[src/rtl/addsub_sequencer_pkg.sv]
// Shared types and constants for the add/subtract sequencer.
// Saturation (ADDSUB_SATURATE_EN) limits are derived from the default datapath width.
package addsub_sequencer_pkg;

  typedef enum logic [1:0] {
    StIdle   = 2'd0,
    StSettle = 2'd1,
    StDone   = 2'd2
  } state_e;

  localparam int unsigned CntW     = 4;
  localparam int unsigned SumWidth = 4;

  localparam logic [SumWidth-1:0] SatMax = {1'b0, {(SumWidth - 1) {1'b1}}};
  localparam logic [SumWidth-1:0] SatMin = {1'b1, {(SumWidth - 1) {1'b0}}};

endpackage

[src/rtl/addsub_sat_clamp.sv]
// Combinational signed-overflow clamp used when ADDSUB_SATURATE_EN is defined.
// The sign of operand A picks the limit: positive A saturates high, negative A low.
module addsub_sat_clamp #(
  parameter int unsigned WIDTH = 4
) (
  input  logic             a_msb,
  input  logic             ovf,
  input  logic [WIDTH-1:0] sum,
  output logic [WIDTH-1:0] res
);

  always_comb begin
    res = sum;
    if (ovf) begin
      res = {a_msb, {(WIDTH - 1) {~a_msb}}};
    end
  end

endmodule

[src/rtl/addsub_sequencer.sv]
// Sequencer for an external ripple-carry adder/subtractor: register operands, wait settle
// time, capture result. Define ADDSUB_SATURATE_EN to clamp overflowed sums to signed limits.
module addsub_sequencer
  import addsub_sequencer_pkg::*;
#(
  parameter int unsigned WIDTH         = SumWidth,
  parameter int unsigned SETTLE_CYCLES = 2
) (
  input  logic             clk,
  input  logic             rst,
  input  logic             cmd_valid,
  output logic             cmd_ready,
  input  logic [WIDTH-1:0] cmd_a,
  input  logic [WIDTH-1:0] cmd_b,
  input  logic             cmd_sub,
  output logic [WIDTH-1:0] rca_a,
  output logic [WIDTH-1:0] rca_b,
  output logic             rca_cin,
  input  logic [WIDTH-1:0] rca_sum,
  input  logic             rca_c,
  input  logic             rca_ovf,
  output logic             res_valid,
  input  logic             res_ready,
  output logic [WIDTH-1:0] res_sum,
  output logic             res_c,
  output logic             res_ovf,
  output logic             ovf_sticky,
  input  logic             clr_sticky
);

  localparam logic [CntW-1:0] SettleLoad = CntW'(SETTLE_CYCLES - 1);

  state_e          state_q;
  logic [CntW-1:0] cnt_q;
  logic [WIDTH-1:0] sum_capt;

`ifdef ADDSUB_SATURATE_EN
  addsub_sat_clamp #(
    .WIDTH(WIDTH)
  ) u_clamp (
    .a_msb(rca_a[WIDTH-1]),
    .ovf  (rca_ovf),
    .sum  (rca_sum),
    .res  (sum_capt)
  );
`else
  assign sum_capt = rca_sum;
`endif

  always_ff @(posedge clk) begin
    if (rst) begin
      state_q    <= StIdle;
      cnt_q      <= '0;
      cmd_ready  <= 1'b1;
      res_valid  <= 1'b0;
      rca_a      <= '0;
      rca_b      <= '0;
      rca_cin    <= 1'b0;
      res_sum    <= '0;
      res_c      <= 1'b0;
      res_ovf    <= 1'b0;
      ovf_sticky <= 1'b0;
    end else begin
      // A capture in the case below overrides this clear when both happen together.
      if (clr_sticky) begin
        ovf_sticky <= 1'b0;
      end
      unique case (state_q)
        StIdle: begin
          if (cmd_valid) begin
            rca_a     <= cmd_a;
            rca_b     <= cmd_b;
            rca_cin   <= cmd_sub;
            cnt_q     <= SettleLoad;
            cmd_ready <= 1'b0;
            state_q   <= StSettle;
          end
        end
        StSettle: begin
          if (cnt_q == '0) begin
            res_sum   <= sum_capt;
            res_c     <= rca_c;
            res_ovf   <= rca_ovf;
            res_valid <= 1'b1;
            if (rca_ovf) begin
              ovf_sticky <= 1'b1;
            end
            state_q <= StDone;
          end else begin
            cnt_q <= cnt_q - 1'b1;
          end
        end
        StDone: begin
          if (res_ready) begin
            res_valid <= 1'b0;
            cmd_ready <= 1'b1;
            state_q   <= StIdle;
          end
        end
        default: state_q <= StIdle;
      endcase
    end
  end

endmodule

[config.mk]
export PLATFORM = sky130hd
export DESIGN_NAME = addsub_sequencer
export DESIGN_NICKNAME = d
export VERILOG_FILES = /design/src/rtl/addsub_sequencer_pkg.sv /design/src/rtl/addsub_sat_clamp.sv /design/src/rtl/addsub_sequencer.sv
export SDC_FILE = /design/constraint.sdc
export NUM_CORES = 1
export LEC_CHECK = 0
export CORE_UTILIZATION = 46
export CTS_CLUSTER_DIAMETER = 50
export DETAILED_ROUTE_END_ITERATION = 12
export PLACE_DENSITY = 0.83
export REMOVE_ABC_BUFFERS = 1
export SLEW_MARGIN = 10
export SYNTH_ARGS = -nofsm -noshare
export SYNTH_HDL_FRONTEND = slang
export SYNTH_HIERARCHICAL = 1
export SYNTH_SLANG_ARGS = --single-unit
[constraint.sdc]
create_clock -name clk -period 2.7 [get_ports clk]
set_input_delay 0.675 -clock clk [delete_from_list [all_inputs] [get_ports clk]]
set_output_delay 0.675 -clock clk [all_outputs]
set_load 0.02 [all_outputs]
# == After elaboration in Yosys (flattened, before gate mapping) ==
# Index checks and enable logic that the tools add are counted.
# op_classes
add_sub_neg,1
n_eq_ne,6
n_mux,17
n_reduce_logical,11
# ops
op,count
$reduce_and A3 Y1,4
$mux W1,8
$mux W4,2
$ne A2 B2 Y1 const B,4
$pmux W4 S2,1
$mux W2,3
$pmux W2 S3,1
$reduce_bool A2 Y1,3
$logic_not A4 Y1,1
$pmux W1 S2,2
$reduce_and A2 Y1,2
$sub A4 B1 Y4 const B,1
$eq A2 B1 Y1 const B,1
$eq A2 B2 Y1 const B,1
$logic_not A2 Y1,1
# word_totals
reg_bits,24
inputBits,20
elab_cells,46

# == Depth between registers and ports, before layout ==
# logic_depth
depth_word,4
depth_mapped,5

# == Worst setup path after synthesis ==
# No wires, ideal clock.
# synth_path
path_type,input to register
startpoint,input port cmd_valid
endpoint,register rca_a[0]
setup_ns,0.128
arrival_time_ns,1.311
required_time_ns,2.572
path_slack_ns,1.262
cell_stages,4
n_path_buf,1
path_cell_list,nor3b_1 buf_2 mux2i_1 nor2_1
# synth_via
elab_chain_len,1
# synth_rtl
item,line_no,source
start: declaration,addsub_sequencer.sv:11,"input logic cmd_valid,"
$reduce_and A2 Y1 (no source line),--,
end signal: assignment,addsub_sequencer.sv:71,rca_a <= cmd_a;
end: declaration,addsub_sequencer.sv:16,"output logic [WIDTH-1:0] rca_a,"
# Every way passes these cells.
# A chain may end at the register's enable or synchronous reset.

# == Final worst setup path ==
# layout_path
startpoint,register res_valid
endpoint,output port res_valid
# layout_lines
item,line_no,source
start: declaration,addsub_sequencer.sv:22,"output logic res_valid,"
start signal: assignment,addsub_sequencer.sv:55,res_valid <= 1'b0;
start signal: assignment,addsub_sequencer.sv:84,res_valid <= 1'b1;
start signal: assignment,addsub_sequencer.sv:95,res_valid <= 1'b0;
# No word-level cell between the ends.

==> results.txt <==
----------------------------------------------------
[Run status]
  Run status ... complete, no violations

[Synth]
  List of most frequent post-synthesis cells ... sky130_fd_sc_hd__dfxtp_1, sky130_fd_sc_hd__a21oi_1, sky130_fd_sc_hd__nor2_1
  Synthesized instance count ... 106
  Share of the synthesized area in the top cell type ... about 48%
  Count leader, synth ... sky130_fd_sc_hd__dfxtp_1
  Flip-flop cell with the highest count after synthesis ... sky130_fd_sc_hd__dfxtp_1
  Syn Std Cell Area ... 1010 µm²
  Share of synthesized area occupied by flip-flops and latches ... 47.7%
  Dominant cell type by area after synthesis ... sky130_fd_sc_hd__dfxtp_1
  Post-synth EDFFs ... 0
  Seq cells post-synth ... 24
  Async set or reset register ratio after synthesis ... 0%
  Number of different library cells in the post-synthesis netlist ... 30
  Mean instance size in the synthesized netlist ... 9.50 µm²
  Number of warnings reported in the yosys synthesis log ... 6
  Cell types with the largest area share after synthesis ... sky130_fd_sc_hd__dfxtp_1, sky130_fd_sc_hd__mux2i_1, sky130_fd_sc_hd__a21oi_1, sky130_fd_sc_hd__o21ai_0, sky130_fd_sc_hd__nor2_1

[Timing]
  Min setup slack post-route ... 0.715 ns
  Slew Limit Headroom ... 55.1%
  Post-layout min period ... 1.98 ns
  Worst-margin pin slew ... roughly 0.67 ns
  Post-route fraction of the period consumed by the critical path ... about three quarters
  Hold violation total from the final report ... 0
  Setup tns final ... 0 ns
  Count of final max-slew check failures ... 0
  RSZ-0062 raised after global routing ... false
  Number of setup violations in the final report ... 0
  Maximum operating frequency ... 0.504 GHz
  Setup clock skew after layout ... 0.00689 ns

[Clock tree]
  Number of buffers inserted to repair setup after CTS ... 0
  Clock tree buffer depth ... 2
  Resized Gates After CTS ... 0
  TritonCTS clock tree ... done
  TritonCTS Buffers ... 3
  Clock slew at the register clock pins of the worst setup and hold paths ... between 0.1 and 0.15 ns
  Quantity of hold-fixing buffers added after cts ... 0
  TritonCTS Sinks ... 24
  Clock insertion delay at the later pin of the skew report ... approximately 0.31 ns
  Clk root buf ... sky130_fd_sc_hd__clkbuf_4
  Deepest level of the CTS H-tree ... 1

[Place]
  Port Buf Inserts ... 37
  Half-perimeter wire length after placement ... 1640 µm
  GPL Wtd Cong ... between 0.7 and 0.8
  Setup slack at placement ... a little over 0.7 ns

[Floorplan]
  Number of placement rows ... 16
  Die Width ... 48.8 µm
  Core box area ... 2000 µm²
  Initial Util ... 50.3%
  Number of top-level design ports ... 38
  Die span in y ... between 40 and 50 µm
  Die ar. ... 2380 µm²

[Power and ir drop]
  Standby leakage power ... 0.532 nW
  Peak supply drop ... 0.445 mV
  Total power after layout ... 980 µW
  Power density over cell area ... between 600 and 700 nW/µm²

[Finish]
  Fillers ... 163
  Layout cell share with drive strength beyond 1 ... 6.25%
  Number of antenna diodes ... 0
  Area growth from synthesis to layout ... 42.1%
  Final Net Count ... roughly 170

[Worst setup path]
  Slowest library cell on the worst path ... sky130_fd_sc_hd__clkdlybuf4s50_1
  Cell type group with the largest total delay on the critical path ... buffers and inverters
  Kind of launch point of the worst setup path ... register
  Kind of end point of the critical path ... output pin
  CP arrival ... 1.31 ns
  Largest driver fanout on the critical path ... 3
  Critical Path RT ... 2.03 ns
  Register-to-register path setup slack ... 1.08 ns
  CP cell instances ... clkdlybuf4s50_1
  CP max stage delay ... 0.62 ns
  Critical path class ... register to output pin
  Sum of buffers and inverters on the critical path ... 1

[Global route]
  Most Crowded Layer GR ... met2
  Met1 Track Usage GR ... 23.7%
  Wire length of the first global-routing pass ... 3820 µm
  Met3 usage ... 1.87%
  Initial antenna violation count ... 0
  Overall fraction of global-route tracks in use ... 20.7%
  Met2 Resource Use GR ... 38.0%
  Via count of the first global-routing pass ... between 800 and 900
  Pin count of the biggest net entering global routing ... 18
  Total gr overflow ... 0

[Drt]
  Final wirelength ... between 2000 and 2500 µm
  Routed Antenna Nets ... 0
  Vias post-DR ... 918
  Post-detailed-route via-to-cell ratio ... 5.37
  DRC violations left ... 0
  DRT Pass-1 Iters ... 4
  Wirelength per Cell ... 12.8 µm
  Violation count after the first detailed-routing iteration ... 5

[Worst hold path]
  Kind of path behind the tightest hold check ... register to register

[Run]
  Max cap viols ... 0

----------------------------------------------------
## power by group
part / leakage, nW / total, mW / internal, mW / switching, mW
registers: 0.197 / 0.440 / 0.402 / 0.0377
logic: 0.314 / 0.353 / 0.172 / 0.181
clock network: 0.0210 / 0.187 / 0.0824 / 0.104
## cell families (layout without fill, tap and decap cells)
kind of cell | count (synthesis) | in the layout | synth area share, %
buffers and inverters | 9 | 47 | 4.60
adder cells (fa/ha/maj) | 2 | 2 | 2.48
multiplexers | 9 | 9 | 8.94
AO/OA/AOI/OAI | 28 | 28 | 15.8
flip-flops | 24 | 24 | 47.7
AND/OR/NAND/NOR | 34 | 34 | 20.5
## state kept, by name, summed over array words and instances (netlist names)
name,cells
rca_a,4
rca_b,4
cmd_ready,1
rca_cin,1
ovf_sticky,1
res_c,1
state_q,2
res_valid,1
res_ovf,1
cnt_q,4
res_sum,4
## worst min-delay path, delay by kind of cell (launching register included)
family | cells | cell delay (ns)
AND/OR/NAND/NOR | 1 | 0.06
flip-flops | 1 | 0.33
AO/OA/AOI/OAI | 1 | 0.06
## cell usage in the layout (no fill, tap or decap), types with 2 or more instances in the layout
cell	instances
sky130_fd_sc_hd__nor3b_1	2
sky130_fd_sc_hd__nand2b_1	3
sky130_fd_sc_hd__clkdlybuf4s50_1	37
sky130_fd_sc_hd__clkbuf_4	3
sky130_fd_sc_hd__nand3_1	6
sky130_fd_sc_hd__dfxtp_1	24
sky130_fd_sc_hd__buf_4	2
sky130_fd_sc_hd__or3_1	3
sky130_fd_sc_hd__a21oi_1	13
sky130_fd_sc_hd__ha_1	2
sky130_fd_sc_hd__nor2_1	10
sky130_fd_sc_hd__mux2i_1	9
sky130_fd_sc_hd__o21bai_1	3
sky130_fd_sc_hd__inv_1	4
sky130_fd_sc_hd__o21ai_0	8
## metal layers
metal / wire, µm / vias to the layer above
li1: - / 454
met1: 965 / 433
met2: 1090 / 27
met3: 90 / 4
met4: 42 / 0
met5: 0 / -
## cell type report
| class | instances | area [µm²] | area share (%) |
|---|---|---|---|
| clock buffer | 4 | 36.3 | 2.53 |
| inverter | 4 | 15.0 | 1.05 |
| multi-input combinational | 73 | 480 | 33.6 |
| sequential | 24 | 480 | 33.6 |
| tap | 27 | 33.8 | 2.36 |
| timing repair buffer | 39 | 385 | 26.9 |
## final timing paths
check / startpoint / to / depth (start not counted)
worst max-delay path: res_valid / res_valid / 1
worst min-delay path: ovf_sticky / ovf_sticky / 2
worst max register to register: cnt_q[0] / res_valid / 5
worst min register to register: ovf_sticky / ovf_sticky / 2
## through the flow
step,util (%),hold WS (ns),instances,cell area [µm²]
6_report,71.5,0.480,171,1430
5_1_grt,71.5,0.504,171,1430
4_1_cts,71.5,0.485,171,1430
3_5_place_dp,69.7,0.467,167,1400
3_3_place_gp,69.7,0.460,167,1400
2_1_floorplan,-,0.453,101,976
Power figures use the tool's default switching activity.
